### src/rtl/serial_loader_pkg.sv
// Shared state encoding and counter sizing for the serial word loader.
package serial_loader_pkg;

   typedef enum logic [1:0] {
      IDLE   = 2'd0,
      SHIFT  = 2'd1,
      PARITY = 2'd2
   } state_e;

   // Bits needed to hold any value in 0..value-1.
   function automatic int clog2(input int value);
      int r;
      int v;
      r = 0;
      v = value - 1;
      while (v > 0) begin
         r = r + 1;
         v = v >> 1;
      end
      return r;
   endfunction

endpackage

### src/rtl/bit_counter.sv
// Mod-N up counter with synchronous clear, enable and a terminal-count strobe
// that is high on the enabled edge that wraps the count back to 0.
module bit_counter #(
   parameter int N  = 3,
   parameter int CW = 3
) (
   input  logic          clock,
   input  logic          reset,
   input  logic          clear_i,
   input  logic          en_i,
   output logic [CW-1:0] count_o,
   output logic          tc_o
);

   localparam logic [CW-1:0] TERM = CW'(N - 1);

   logic [CW-1:0] count_q;
   logic [CW-1:0] count_d;

   assign tc_o    = en_i && (count_q == TERM);
   assign count_o = count_q;

   always_comb begin
      count_d = count_q;
      if (clear_i) begin
         count_d = '0;
      end else if (en_i) begin
         count_d = tc_o ? '0 : count_q + 1'b1;
      end
   end

   always_ff @(posedge clock or posedge reset) begin
      if (reset) begin
         count_q <= '0;
      end else begin
         count_q <= count_d;
      end
   end

endmodule

### src/rtl/serial_word_loader.sv
// Deserialises a bit stream into WIDTH-bit words with a one-cycle load strobe.
// Define SERIAL_LOADER_PARITY_EN to append and check a trailing even-parity bit.
module serial_word_loader
   import serial_loader_pkg::*;
#(
   parameter int WIDTH     = 3,
   parameter bit MSB_FIRST = 1'b1
) (
   input  logic             clock,
   input  logic             reset,
   input  logic             bit_valid,
   input  logic             bit_in,
   input  logic             flush,
   output logic [WIDTH-1:0] word_out,
   output logic             load,
   output logic             busy,
   output logic             parity_err
);

`ifdef SERIAL_LOADER_PARITY_EN
   localparam int FRAME = WIDTH + 1;
`else
   localparam int FRAME = WIDTH;
`endif
   localparam int CW = clog2(WIDTH + 2);
   localparam logic [CW-1:0] LAST_DATA = CW'(WIDTH - 1);

   state_e           state_q, state_d;
   logic [WIDTH-1:0] shift_q, shift_d;
   logic [WIDTH-1:0] word_q,  word_d;
   logic             load_q,  load_d;
   logic [WIDTH-1:0] shifted;
   logic [CW-1:0]    count_q;
   logic             accept;
   logic             frame_done;

   // flush outranks bit_valid: a bit on a flush edge is never counted.
   assign accept = bit_valid && !flush;

   bit_counter #(
      .N  (FRAME),
      .CW (CW)
   ) u_bit_counter (
      .clock   (clock),
      .reset   (reset),
      .clear_i (flush),
      .en_i    (accept),
      .count_o (count_q),
      .tc_o    (frame_done)
   );

   always_comb begin
      if (MSB_FIRST) begin
         shifted = {shift_q[WIDTH-2:0], bit_in};
      end else begin
         shifted = {bit_in, shift_q[WIDTH-1:1]};
      end
   end

`ifdef SERIAL_LOADER_PARITY_EN
   logic perr_q, perr_d;
`endif

   always_comb begin
      state_d = state_q;
      shift_d = shift_q;
      word_d  = word_q;
      load_d  = 1'b0;
`ifdef SERIAL_LOADER_PARITY_EN
      perr_d  = 1'b0;
`endif
      if (flush) begin
         state_d = IDLE;
      end else if (bit_valid) begin
         unique case (state_q)
            IDLE, SHIFT: begin
               shift_d = shifted;
               if (count_q != LAST_DATA) begin
                  state_d = SHIFT;
               end else begin
`ifdef SERIAL_LOADER_PARITY_EN
                  state_d = PARITY;
`else
                  state_d = IDLE;
`endif
               end
`ifndef SERIAL_LOADER_PARITY_EN
               if (frame_done) begin
                  word_d = shifted;
                  load_d = 1'b1;
               end
`endif
            end
`ifdef SERIAL_LOADER_PARITY_EN
            PARITY: begin
               // The incoming bit is the parity bit; even parity over the frame.
               if (frame_done) begin
                  state_d = IDLE;
                  if (^{shift_q, bit_in}) begin
                     perr_d = 1'b1;
                  end else begin
                     word_d = shift_q;
                     load_d = 1'b1;
                  end
               end
            end
`endif
            default: state_d = IDLE;
         endcase
      end
   end

   always_ff @(posedge clock or posedge reset) begin
      if (reset) begin
         state_q <= IDLE;
         shift_q <= '0;
         word_q  <= '0;
         load_q  <= 1'b0;
      end else begin
         state_q <= state_d;
         shift_q <= shift_d;
         word_q  <= word_d;
         load_q  <= load_d;
      end
   end

`ifdef SERIAL_LOADER_PARITY_EN
   always_ff @(posedge clock or posedge reset) begin
      if (reset) begin
         perr_q <= 1'b0;
      end else begin
         perr_q <= perr_d;
      end
   end
   assign parity_err = perr_q;
`else
   assign parity_err = 1'b0;
`endif

   assign word_out = word_q;
   assign load     = load_q;
   assign busy     = (state_q != IDLE);

endmodule

### config.mk
export PLATFORM = sky130hd
export DESIGN_NAME = serial_word_loader
export DESIGN_NICKNAME = d
export VERILOG_FILES = /design/src/rtl/serial_loader_pkg.sv /design/src/rtl/bit_counter.sv /design/src/rtl/serial_word_loader.sv
export SDC_FILE = /design/constraint.sdc
export NUM_CORES = 1
export LEC_CHECK = 0
export CORE_UTILIZATION = 32
export DETAILED_ROUTE_END_ITERATION = 8
export GPL_ROUTABILITY_DRIVEN = 1
export PLACE_DENSITY = 0.62
export SETUP_SLACK_MARGIN = 0.2
export SLEW_MARGIN = 20
export SYNTH_ARGS = -nofsm -noshare
export SYNTH_HDL_FRONTEND = slang
export SYNTH_SLANG_ARGS = --single-unit
### constraint.sdc
create_clock -name clock -period 1.49 [get_ports clock]
set_clock_uncertainty 0.2 [all_clocks]
set_input_delay 0.3725 -clock clock [delete_from_list [all_inputs] [get_ports clock]]
set_output_delay 0.3725 -clock clock [all_outputs]
set_load 0.01 [all_outputs]
### After elaboration in Yosys (flattened, before gate mapping)

Index checks and enable logic that the tools add are counted.

| word-level totals | value |
|---|---|
| input bits | 5 |
| flip-flop bits (word level) | 11 |
| bits in latches | 0 |
| RAM bits | 0 |
| memory bits (read-only) | 0 |
| output and inout bits | 6 |
| memories kept | 0 |
| word-level logic and storage cells | 31 |

| cells by class | value |
|---|---|
| divide/modulo/power cells | 0 |
| shifts and indexed selects | 0 |
| reductions and logical operators | 10 |
| multiplexer cells | 11 |
| equal/unequal tests | 3 |
| magnitude comparators | 0 |
| $mul | 0 |
| bitwise logic cells | 1 |
| add/sub/neg operators | 1 |

Operators by type and width:

| operator | count |
|---|---|
| $mux 3 | 3 |
| $mux 2 | 3 |
| $reduce_bool 2->1 | 3 |
| $mux 1 | 5 |
| $reduce_and 4->1 | 1 |
| $add 3x1->3 const B | 1 |
| $eq 3x2->1 const B | 1 |
| $ne 3x2->1 const B | 1 |
| $reduce_and 3->1 | 1 |
| $eq 2x1->1 const B | 1 |
| $logic_and 1x1->1 | 2 |
| $logic_not 2->1 | 1 |
| $reduce_or 2->1 | 1 |
| $logic_not 1->1 | 1 |
| $not 1->1 | 1 |

### Longest topological paths before layout

Gate-level depths: netlist of run 1.

| logic depth | value |
|---|---|
| depth in word-level cells | 7 |
| gate-level depth with buffers | 5 |
| depth with buffers taken out | 5 |

### Cells and area by module

Synthesis of run 1 repeated with hierarchy kept, for this count alone.

| second synthesis, totals | value |
|---|---|
| cells, all modules | 41 |
| area, all modules | 490.5 um^2 |

By module, submodules not included:

| module | area an instance (um^2) | seq. area each (um^2) | cells an instance | times used |
|---|---|---|---|---|
| serial_word_loader | 315.3 | 175.2 | 21 | 1 |
| bit_counter | 175.2 | 75.1 | 20 | 1 |

### Worst setup path before layout of run 1

Ideal clock, no wire load.

| path | value |
|---|---|
| path kind | reg2reg |
| start | register u_bit_counter.count_q[0], in the netlist u_bit_counter.count_o[0] |
| end | register word_q[0], in the netlist word_out[0] |
| data required time | 1165 ps |
| arrival | 1174 ps |
| buffers on the path | 0 |
| clock period less this slack | 1499 ps |
| setup slack | -9 ps |
| stages on the path, launching flop included | 6 |
| library setup time | 125 ps |
| path through | dfrtp_1 > inv_1 > ha_1 > nand2b_2 > nor2_8 > mux2_4 |

| between the ends | value |
|---|---|
| longest elaborated chain between the ends | 3 |

RTL lines:

| element | RTL line | source |
|---|---|---|
| from (decl) | bit_counter.sv:17 | `logic [CW-1:0] count_q;` |
| from (signal assigned) | bit_counter.sv:36 | `count_q <= count_d;` |
| $eq 3x2->1 | bit_counter.sv:20 | `assign tc_o = en_i && (count_q == TERM);` |
| $logic_and 1x1->1 | bit_counter.sv:20 |  |
| $reduce_and 4->1 (no source line) | -- |  |
| to (signal assigned) | serial_word_loader.sv:122 | `word_q <= word_d;` |
| to (decl) | serial_word_loader.sv:30 | `logic [WIDTH-1:0] word_q, word_d;` |

No other way between the ends.
A chain may end at the register's enable or synchronous reset.

### Final worst setup path of run 1

| path | value |
|---|---|
| start | register u_bit_counter.count_q[0], in the netlist u_bit_counter.count_o[0] |
| end | register word_q[2], in the netlist word_out[2] |

Same word-level chain as after synthesis.

==> metrics.md, run 1 <==
| Metric | Value |
|---|---|
| Slowest stage delay, CP | `0.40 ns` |
| Hold Path Class | `input port to async pin` |
| Dpl hpwl | `679 µm` |
| Crit Path Max Fanout | `4` |
| # setup viols final | `0` |
| Htree depth | `1` |
| Final worst-path cycle share | `97.1%` |
| Routed len/inst | `13.9 µm` |
| CTS tree | `built` |
| Router iterations before antenna repair | `2` |
| Clk buf depth | `2` |
| Largest net degree at the start of global routing | `11` |
| Ys flop type | `dfrtp_1` |
| Clock slew at reported path FFs | `0.07 ns` |
| CP required | `1.44 ns` |
| Final core occ | `52.3%` |
| Gr ovfl total | `0` |
| Commonest non-fill, non-tap cell in the layout | `dfrtp_1` |
| Antenna cells | `0` |
| Startpoint Class | `flip-flop` |
| Die height | `40.5 µm` |
| Register area share after synthesis | `52.8%` |
| Synthesized cell area | `474 µm²` |
| Final ANT Viol Nets | `0` |
| Initial Util | `35.6%` |
| Fin nets | `66` |
| Crit-path cells | `inv_2, ha_4, nand2b_4, nor2_8, mux2_4` |
| Root buffer cell | `clkbuf_4` |
| Number of vias per cell | `4.51` |
| Commonest non-fill, non-tap cells in the layout | `dfrtp_1 (10), buf_4 (8), buf_2 (5)` |
| DR vias | `329` |
| Cts bufs inserted | `3` |
| Yosys reg bits | `10` |
| Final hold vios | `0` |
| Number of global-route vias before repair | `346` |
| Post-synthesis net count | `43` |
| Pwr/cell area | `1140 nW/µm²` |
| Global-route wire length before repair | `1510 µm` |
| Highest Clock Rate | `691 MHz` |
| Pleak | `0.000368 µW` |
| Total GRT Usage | `15.8%` |
| Critical path's slowest cell | `dfrtp_1` |
| Layout cells sized above 1 | `51.7%` |
| Final count of pins violating max slew | `0` |
| Clock Sink Count | `10` |
| Peak supply drop | `515 µV` |
| Die footprint | `1640 µm²` |
| Status | `finished clean` |
| Core area | `1330 µm²` |
| CP Capture Type | `flip-flop` |
| Area occupied by multi-input gates | `239 µm²` |
| Area growth syn-to-layout | `47.0%` |
| Filler cell count | `123` |
| Final Wtd Congestion | `0.657` |
| Top delay family on crit path | `flip-flops` |
| Post-synth cell types | `17` |
| DRC violations left | `0` |
| EDFF count, synth | `0` |
| Chip width | `40.5 µm` |
| Worst-Skew Late Latency | `0.26 ns` |
| WP buf/inv | `1` |
| WP data arrival | `1.40 ns` |
| YS warnings | `0` |
| Routed WL | `1010 µm` |
| Max-Cap Viols | `0` |
| Min Clock Period, post-route | `1.45 ns` |
| Setup CP Type | `flip-flop to flip-flop` |
| Port-buffer cells | `9` |
| Initial DRC Count | `1` |
| Std cell rows | `13` |
| I/O pin count | `11` |
| RSZ-0062 raised after global routing | `true` |
| Register area | `250 µm²` |
| Initial antenna violation count | `0` |
| Synth async-reset ratio | `100%` |
| Mean Syn Cell Area | `13.2 µm²` |
| Mapped Cells | `36` |
| TNS Setup | `0 ns` |
| Hold_buf cts | `0` |
[kinds of logic after synthesis]
logic type | synth area share, %
buf+inv | 3.17
other cells | 0.791
mux | 18.5
simple gates | 17.4
compound gates | 2.11
fa+ha+maj | 5.28
flops | 52.8
[report_power, final]
group / internal [µW] / total (µW) / leakage [µW] / switching (µW)
Combinational: 127 / 212 / 0.000218 / 85.5
Sequential: 319 / 344 / 0.000129 / 24.9
Clock: 148 / 239 / 0.0000210 / 91.1
Total: 594 / 795 / 0.000368 / 201
[synthesized netlist by cell type (2+ instances only)]
cell type	n	area, µm²
dfrtp_1	10	250
mux2_4	3	45.0
nor2_1	3	11.3
a21oi_1	2	10.0
ha_1	2	25.0
inv_1	2	7.51
mux2_1	2	22.5
mux2i_1	2	20.0
nand2b_1	2	12.5
[worst paths after layout]
kind / startpoint / end / slack [ns] / cells past startpoint
max: u_bit_counter.count_o[0]$_DFFE_PP0P_ / word_out[2]$_DFFE_PP0P_ / 0.04 / 5
min: reset / u_bit_counter.count_o[0]$_DFFE_PP0P_ / 0.18 / 2
max reg2reg: u_bit_counter.count_o[0]$_DFFE_PP0P_ / word_out[2]$_DFFE_PP0P_ / 0.04 / 5
min reg2reg: shift_q[1]$_DFFE_PP0P_ / shift_q[1]$_DFFE_PP0P_ / 0.29 / 1
max in group asynchronous: reset / u_bit_counter.count_o[1]$_DFFE_PP0P_ / 0.65 / 2
min in group clock: shift_q[1]$_DFFE_PP0P_ / shift_q[1]$_DFFE_PP0P_ / 0.29 / 1
[what timing repair did]
item | 4_1_cts | 5_1_grt
gates resized for setup | 25 | 4
pin swaps | 4 | 2
endpoints found under the setup margin | 14 | 12
buffers inserted | 4 | 2
[per-layer routing]
layer	global-route usage [%]	part of all wire, %	vias up
li1	-	-	163
met1	15.9	43	157
met2	26.6	52	7
met3	6.67	3.7	2
met4	10.0	0.99	0
met5	0	0	-
[state kept, by name, indices dropped and copies added (netlist names)]
name	cells
load	1
shift_q	2
u_bit_counter.count_o	3
state_q	1
word_out	3
[per-stage QoR]
stage               hold slack (ns)  std cells  power [µW]  setup WS (ns)  instance area, µm²
floorplan                    0.0127         36         450         0.0368                 482
global placement              0.293         63         550         -0.288                 613
detailed placement            0.287         63         554         -0.313                 613
CTS                           0.180         71         802         0.0138                 679
global route                  0.190         73         849       -0.00788                 697
finish                        0.175         73         795         0.0431                 697
[cell type report]
cell class                      count  share of cell area [%]
Clock buffer                        4                    5.21
Inverter                            2                    1.08
Multi-Input combinational cell     23                    34.3
Sequential cell                    10                    35.9
Tap cell                           15                    2.69
Timing Repair Buffer               19                    20.8
Power figures use the tool's default switching activity.
==> run 2: changes to the inputs <==
Settings changed: CAP_MARGIN from default to 40, CELL_PAD_IN_SITES_DETAIL_PLACEMENT from default to 1, CELL_PAD_IN_SITES_GLOBAL_PLACEMENT from default to 2, CORE_UTILIZATION 32 to 27, PLACE_DENSITY 0.62 to 0.74.
==> run 2 against run 1 <==
Utilization shrank 4.9 points. Clock power is essentially flat. Routed wire length shrank 2.0%. Sequential power is essentially flat. Largest cell class unchanged. Highest routed layer is now met3.
==> metrics.md, run 2 (same netlist as run 1, synthesis figures left out) <==
| Metric | Value |
|---|---|
| Status | `finished clean` |
| Max-Cap Viols | `0 (unchanged)` |
| Cts bufs inserted | `3 (unchanged)` |
| DRC violations left | `0 (unchanged)` |
| Top delay family on crit path | `flip-flops` |
| FF-to-FF Start | `u_bit_counter.count_o[0]$_DFFE_PP0P_` |
| RSZ-0062 raised after global routing | `true` |
| Core area | `1580 µm² (+18%)` |
| Dpl cells | `63 (unchanged)` |
| Crit Path Max Fanout | `2 (-2)` |
| Clk buf depth | `2 (unchanged)` |
| Initial Util | `30.1% (-5.5 points)` |
| Clk pwr share | `28.0% (-2.1 points)` |
| Chip width | `43.9 µm (+8.4%)` |
| Tot Pwr | `861 µW (+8.2%)` |
| I/O pin count | `11 (unchanged)` |
| Pleak | `0.000402 µW (+9.1%)` |
| Die footprint | `1930 µm² (+18%)` |
| Crit Reg-Reg Endpoint | `u_bit_counter.count_o[2]$_DFFE_PP0P_` |
| Htree depth | `1 (unchanged)` |
| Net Sw Frac | `25.3% (-0.066 points)` |
| Worst-Skew Late Latency | `0.26 ns (about the same)` |
| Global-route wire length before repair | `1740 µm (+15%)` |
| Final worst-path cycle share | `97.5% (+0.38 points)` |
| Routed len/inst | `12.6 µm (-9.4%)` |
| Largest net degree at the start of global routing | `11 (unchanged)` |
| Slowest stage delay, CP | `0.40 ns (about the same)` |
| Initial DRC Count | `0 (-1)` |
| Logic pwr share | `31.7% (+5.0 points)` |
| Final count of pins violating max slew | `0 (unchanged)` |
| Layout cells sized above 1 | `55.6% (+3.8 points)` |
| Clock slew at reported path FFs | `0.07 ns (about the same)` |
| CP required | `1.44 ns (about the same)` |
| Std cell rows | `14 (+1)` |
| Clock Sink Count | `10 (unchanged)` |
| Hold Path Class | `input port to async pin` |
| Setup CP Type | `flip-flop to flip-flop` |
| Total GRT Usage | `12.9% (-2.9 points)` |
| Highest Clock Rate | `688 MHz (-0.39%)` |
| Number of global-route vias before repair | `377 (+9.0%)` |
| Router iterations before antenna repair | `1 (-1)` |
| Fin nets | `71 (+7.6%)` |
| Area growth syn-to-layout | `57.5%` |
| WP data arrival | `1.41 ns (about the same)` |
| Critical path's slowest cell | `dfrtp_1` |
| Filler cell count | `174 (+41%)` |
| Initial antenna violation count | `0 (unchanged)` |
| Die height | `43.9 µm (+8.4%)` |
| Port-buffer cells | `9 (unchanged)` |
| Worst R2R Path Depth | `6 (+1)` |
| Root buffer cell | `clkbuf_4` |
| Commonest non-fill, non-tap cells in the layout | `buf_4 (13), dfrtp_1 (10), buf_2 (5)` |
| Number of vias per cell | `4.32 (-4.2%)` |
| Gr ovfl total | `0 (unchanged)` |
| Final ANT Viol Nets | `0 (unchanged)` |
| Int Pwr | `643 µW (+8.3%)` |
| Startpoint Class | `flip-flop` |
| CP Capture Type | `flip-flop` |
| Final Wtd Congestion | `0.725 (+10%)` |
| Crit-path most repeated cell | `buf_4` |
| Min Clock Period, post-route | `1.45 ns (+0.00560 ns)` |
| WP buf/inv | `2 (+1)` |
| Routed WL | `992 µm (-2.0%)` |
| Pwr/cell area | `1150 nW/µm² (+0.93%)` |
| Reg2reg setup slack | `0.04 ns (about the same)` |
| Switching power | `217 µW (+7.9%)` |
| Crit-path cells | `buf_4, buf_4, ha_1, nand2_1, mux2i_1, nor2_1` |
| Final hold vios | `0 (unchanged)` |
| Seq pwr share | `40.2% (-3.0 points)` |
| Post-Layout Cell Count | `79 (+8.2%)` |
| Commonest non-fill, non-tap cell in the layout | `buf_4` |
| Peak supply drop | `648 µV (+26%)` |
| Antenna cells | `0 (unchanged)` |
| DR vias | `341 (+3.6%)` |
| CTS tree | `built` |
| # setup viols final | `0 (unchanged)` |
## run 2: changes by cell type in the layout (fill, tap and decap cells not counted), sizes merged
| cell | before | now |
|---|---|---|
| dlymetal6s2s | 0 | 1 |
| buf | 15 | 20 |
| dlygate4sd2 | 2 | 1 |
## run 2: layer usage
metal | part of all wire [%] | wire length [µm] | up-vias | GRT usage [%]
li1 | - | - | 172 | -
met1 | 42 | 412 | 164 | 14.9
met2 | 56 | 558 | 5 | 20.3
met3 | 2.2 | 22 | 0 | 5.00
met4 | 0 | 0 | 0 | 7.27
met5 | 0 | 0 | - | 0
## run 2: worst register-to-register path, cell delays in order, from the launching register on
cell	delay (ns)
dfrtp_1	0.40
buf_4	0.14
buf_4	0.12
ha_1	0.18
nand2_1	0.08
mux2i_1	0.18
nor2_1	0.06
## run 2: final cells by class
class	instances	area [µm²]	area share (%)
clock buffers	4	36.3	4.86
inverters	2	7.51	1.01
multi-input cells	23	246	33.0
flip-flops and latches	10	250	33.5
well taps	16	20.0	2.68
repair buffers	24	186	25.0
## run 2: how the worst max path moves through the flow
stage	start	to	slack, ns	depth (start not counted)
finish	u_bit_counter.count_o[0]$_DFFE_PP0P_	u_bit_counter.count_o[2]$_DFFE_PP0P_	0.04	6
floorplan	u_bit_counter.count_o[0]$_DFFE_PP0P_	word_out[0]$_DFFE_PP0P_	0.04	5
detailed placement	bit_valid	word_out[0]$_DFFE_PP0P_	-0.31	4
CTS	word_out[1]$_DFFE_PP0P_	word_out[1]	0.01	1
global route	u_bit_counter.count_o[0]$_DFFE_PP0P_	u_bit_counter.count_o[2]$_DFFE_PP0P_	-0.02	6
global placement	bit_valid	word_out[1]$_DFFE_PP0P_	-0.29	4
## run 2: stage by stage
stage / instance area (µm²) / setup slack, ns / util, % / TNS, ns / hold WS, ns
global placement: 607 / -0.292 / 38.5 / -1.66 / 0.286
finish: 747 / 0.0375 / 47.4 / 0 / 0.189
detailed placement: 607 / -0.309 / 38.5 / -1.83 / 0.311
floorplan: 482 / 0.0368 / - / 0 / 0.0127
global route: 747 / -0.0232 / 47.4 / -0.0785 / 0.219
CTS: 708 / 0.0137 / 44.9 / 0 / 0.200
## run 2: timing repair
| item | 4_1_cts | 5_1_grt |
|---|---|---|
| setup endpoints to repair | 14 | 14 |
| setup buffers | 8 | 4 |
| pin swaps | 3 | 5 |
| resized for setup | 25 | 5 |
| hold buffers | 0 | 0 |
| gates cloned | 0 | 0 |
| hold endpoints to repair | 0 | 0 |
## run 2: power groups by stage
stage               Sequential [µW]  Clock (µW)  Combinational (µW)
floorplan                       363           0                86.3
global placement                351           0                 197
detailed placement              355           0                 205
CTS                             348         253                 235
global route                    351         270                 297
finish                          346         241                 273
==> run 3: changes to the inputs <==
Settings changed: CORE_UTILIZATION 27 to 30, PLACE_DENSITY 0.74 to 0.78.
Clock period 1.49 ns to 1.4 ns, I/O delays scaled along.
==> run 3 against run 2 <==
The run now ends with negative setup slack left. Die area fell by 9.6%. Cell count is 1.3% higher. Critical path depth decreased by 1. Via count grew 9.7%. Critical path type unchanged. Highest routed layer is now met4.
==> metrics.md, run 3 (same netlist as run 1, synthesis figures left out) <==
| Metric | Value |
|---|---|
| Port-buffer cells | `9 (unchanged)` |
| Hold_buf cts | `0 (unchanged)` |
| Die footprint | `1740 µm² (-9.6%)` |
| Final Wtd Congestion | `0.676 (-6.7%)` |
| Min Clock Period, post-route | `1.46 ns (+0.0103 ns)` |
| Fin nets | `73 (+2.8%)` |
| Final Cell Area | `768 µm² (+2.8%)` |
| GR Util met3 | `5.22% (+0.22 points)` |
| WHS | `0.153 ns (-0.0359 ns)` |
| Die height | `41.8 µm (-4.9%)` |
| Number of global-route vias before repair | `431 (+14%)` |
| Initial antenna violation count | `0 (unchanged)` |
| Antenna cells | `0 (unchanged)` |
| I/O pin count | `11 (unchanged)` |
| Final count of pins violating max slew | `0 (unchanged)` |
| Initial DRC Count | `5 (+5)` |
| Initial Util | `34.3% (+4.2 points)` |
| Dpl cells | `67 (+6.3%)` |
| Setup CP Type | `flip-flop to flip-flop` |
| FF-to-FF Start | `u_bit_counter.count_o[0]$_DFFE_PP0P_` |
| Hold Path Class | `input port to async pin` |
| Post-Layout Cell Count | `80 (+1.3%)` |
| Peak supply drop | `779 µV (+20%)` |
| Worst-Skew Late Latency | `0.28 ns (+0.02 ns)` |
| Commonest non-fill, non-tap cells in the layout | `buf_4 (15), dfrtp_1 (10), mux2_4 (5)` |
| Clk buf depth | `2 (unchanged)` |
| Core area | `1380 µm² (-12%)` |
| Final hold vios | `0 (unchanged)` |
| Area after DPL | `653 µm² (+7.6%)` |
| Grt met1 use | `17.3% (+2.3 points)` |
| Dpl hpwl | `789 µm` |
| Final core occ | `55.6% (+8.2 points)` |
| Layout cells sized above 1 | `63.1% (+7.5 points)` |
| Crit Reg-Reg Endpoint | `word_out[0]$_DFFE_PP0P_` |
| Crit Path Max Fanout | `4 (+2)` |
| WP data arrival | `1.42 ns (about the same)` |
| Highest Clock Rate | `684 MHz (-0.70%)` |
| Area growth syn-to-layout | `62.0%` |
| Final worst-path cycle share | `104% (+7.0 points)` |
| DRC violations left | `0 (unchanged)` |
| Failing checks | `negative setup slack` |
| DR vias | `374 (+9.7%)` |
| Startpoint Class | `flip-flop` |
| Routed len/inst | `14.4 µm (+14%)` |
| Global-route wire length before repair | `2000 µm (+15%)` |
| CP required | `1.36 ns (-0.08 ns)` |
| Gr ovfl total | `0 (unchanged)` |
| Clock Sink Count | `10 (unchanged)` |
| TNS Setup | `-0.175 ns (-0.175 ns)` |
| CP Capture Type | `flip-flop` |
| Max-Cap Viols | `0 (unchanged)` |
| Fin worst setup slack | `-0.0627 ns (-0.100 ns)` |
| # setup viols final | `3 (+3)` |
| Largest net degree at the start of global routing | `11 (unchanged)` |
| Commonest non-fill, non-tap cell in the layout | `buf_4` |
| Final ANT Viol Nets | `0 (unchanged)` |
| Met2 track demand over resource | `27.2% (+6.9 points)` |
| Chip width | `41.8 µm (-4.9%)` |
| Router iterations before antenna repair | `4 (+3)` |
| Cts bufs inserted | `3 (unchanged)` |
| Std cell rows | `13 (-1)` |
| Clock slew at reported path FFs | `0.08 ns (about the same)` |
| Htree depth | `1 (unchanged)` |
| Pwr/cell area | `1240 nW/µm² (+7.3%)` |
| Number of vias per cell | `4.68 (+8.3%)` |
| CTS tree | `built` |
| Status | `finished with violations` |
| Routed WL | `1150 µm (+16%)` |
| Pleak | `0.000411 µW (+2.4%)` |
| RSZ-0062 raised after global routing | `true` |
| Worst R2R Path Depth | `5 (-1)` |
| GRT busiest layer | `met2` |
| Total GRT Usage | `16.1% (+3.2 points)` |
| Root buffer cell | `clkbuf_4` |
| Reg2reg setup slack | `-0.06 ns (-0.10 ns)` |
-- run 3: final cells by class --
type / count / area [µm²]
clock buffer: 4 / 36.3
fill: 143 / 614
inverter: 2 / 7.51
multi-input combinational: 23 / 251
sequential: 10 / 250
tap: 15 / 18.8
timing repair buffer: 26 / 204
-- run 3: power by group --
part	switching, µW	internal [µW]
Sequential	32.8	340
Combinational	105	198
Clock	116	158
Total	254	696
-- run 3: worst max path at each step --
stage | from | endpoint | cells past startpoint
floorplan | u_bit_counter.count_o[0]$_DFFE_PP0P_ | word_out[0]$_DFFE_PP0P_ | 5
global placement | bit_valid | word_out[1]$_DFFE_PP0P_ | 4
detailed placement | bit_valid | word_out[0]$_DFFE_PP0P_ | 4
CTS | u_bit_counter.count_o[0]$_DFFE_PP0P_ | word_out[0]$_DFFE_PP0P_ | 5
global route | u_bit_counter.count_o[0]$_DFFE_PP0P_ | word_out[0]$_DFFE_PP0P_ | 5
finish | u_bit_counter.count_o[0]$_DFFE_PP0P_ | word_out[0]$_DFFE_PP0P_ | 5
-- run 3: per-layer routing --
metal | share of wire (%) | vias to the layer above
met3 | 4.1 | 4
li1 | - | 176
met1 | 42 | 187
met5 | 0 | -
met4 | 1.7 | 0
met2 | 52 | 7
-- run 3: critical path: stages, from the launching register on --
cell and delay [ns]:
dfrtp_1 0.40, inv_2 0.08, ha_4 0.14, nand2b_4 0.08, nor2_8 0.13, mux2_4 0.31
-- run 3: repair_timing --
action	in CTS	in global routing
buffers inserted	6	3
endpoints found under the setup margin	14	15
resized for setup	25	7
pin swaps	5	2
-- run 3: per-stage QoR --
step	power, µW	worst slack [ns]
after floorplan	483	-0.00884
final	950	-0.0627
after detailed placement	640	-0.386
after CTS	925	-0.0665
after global placement	626	-0.344
after global routing	1000	-0.118
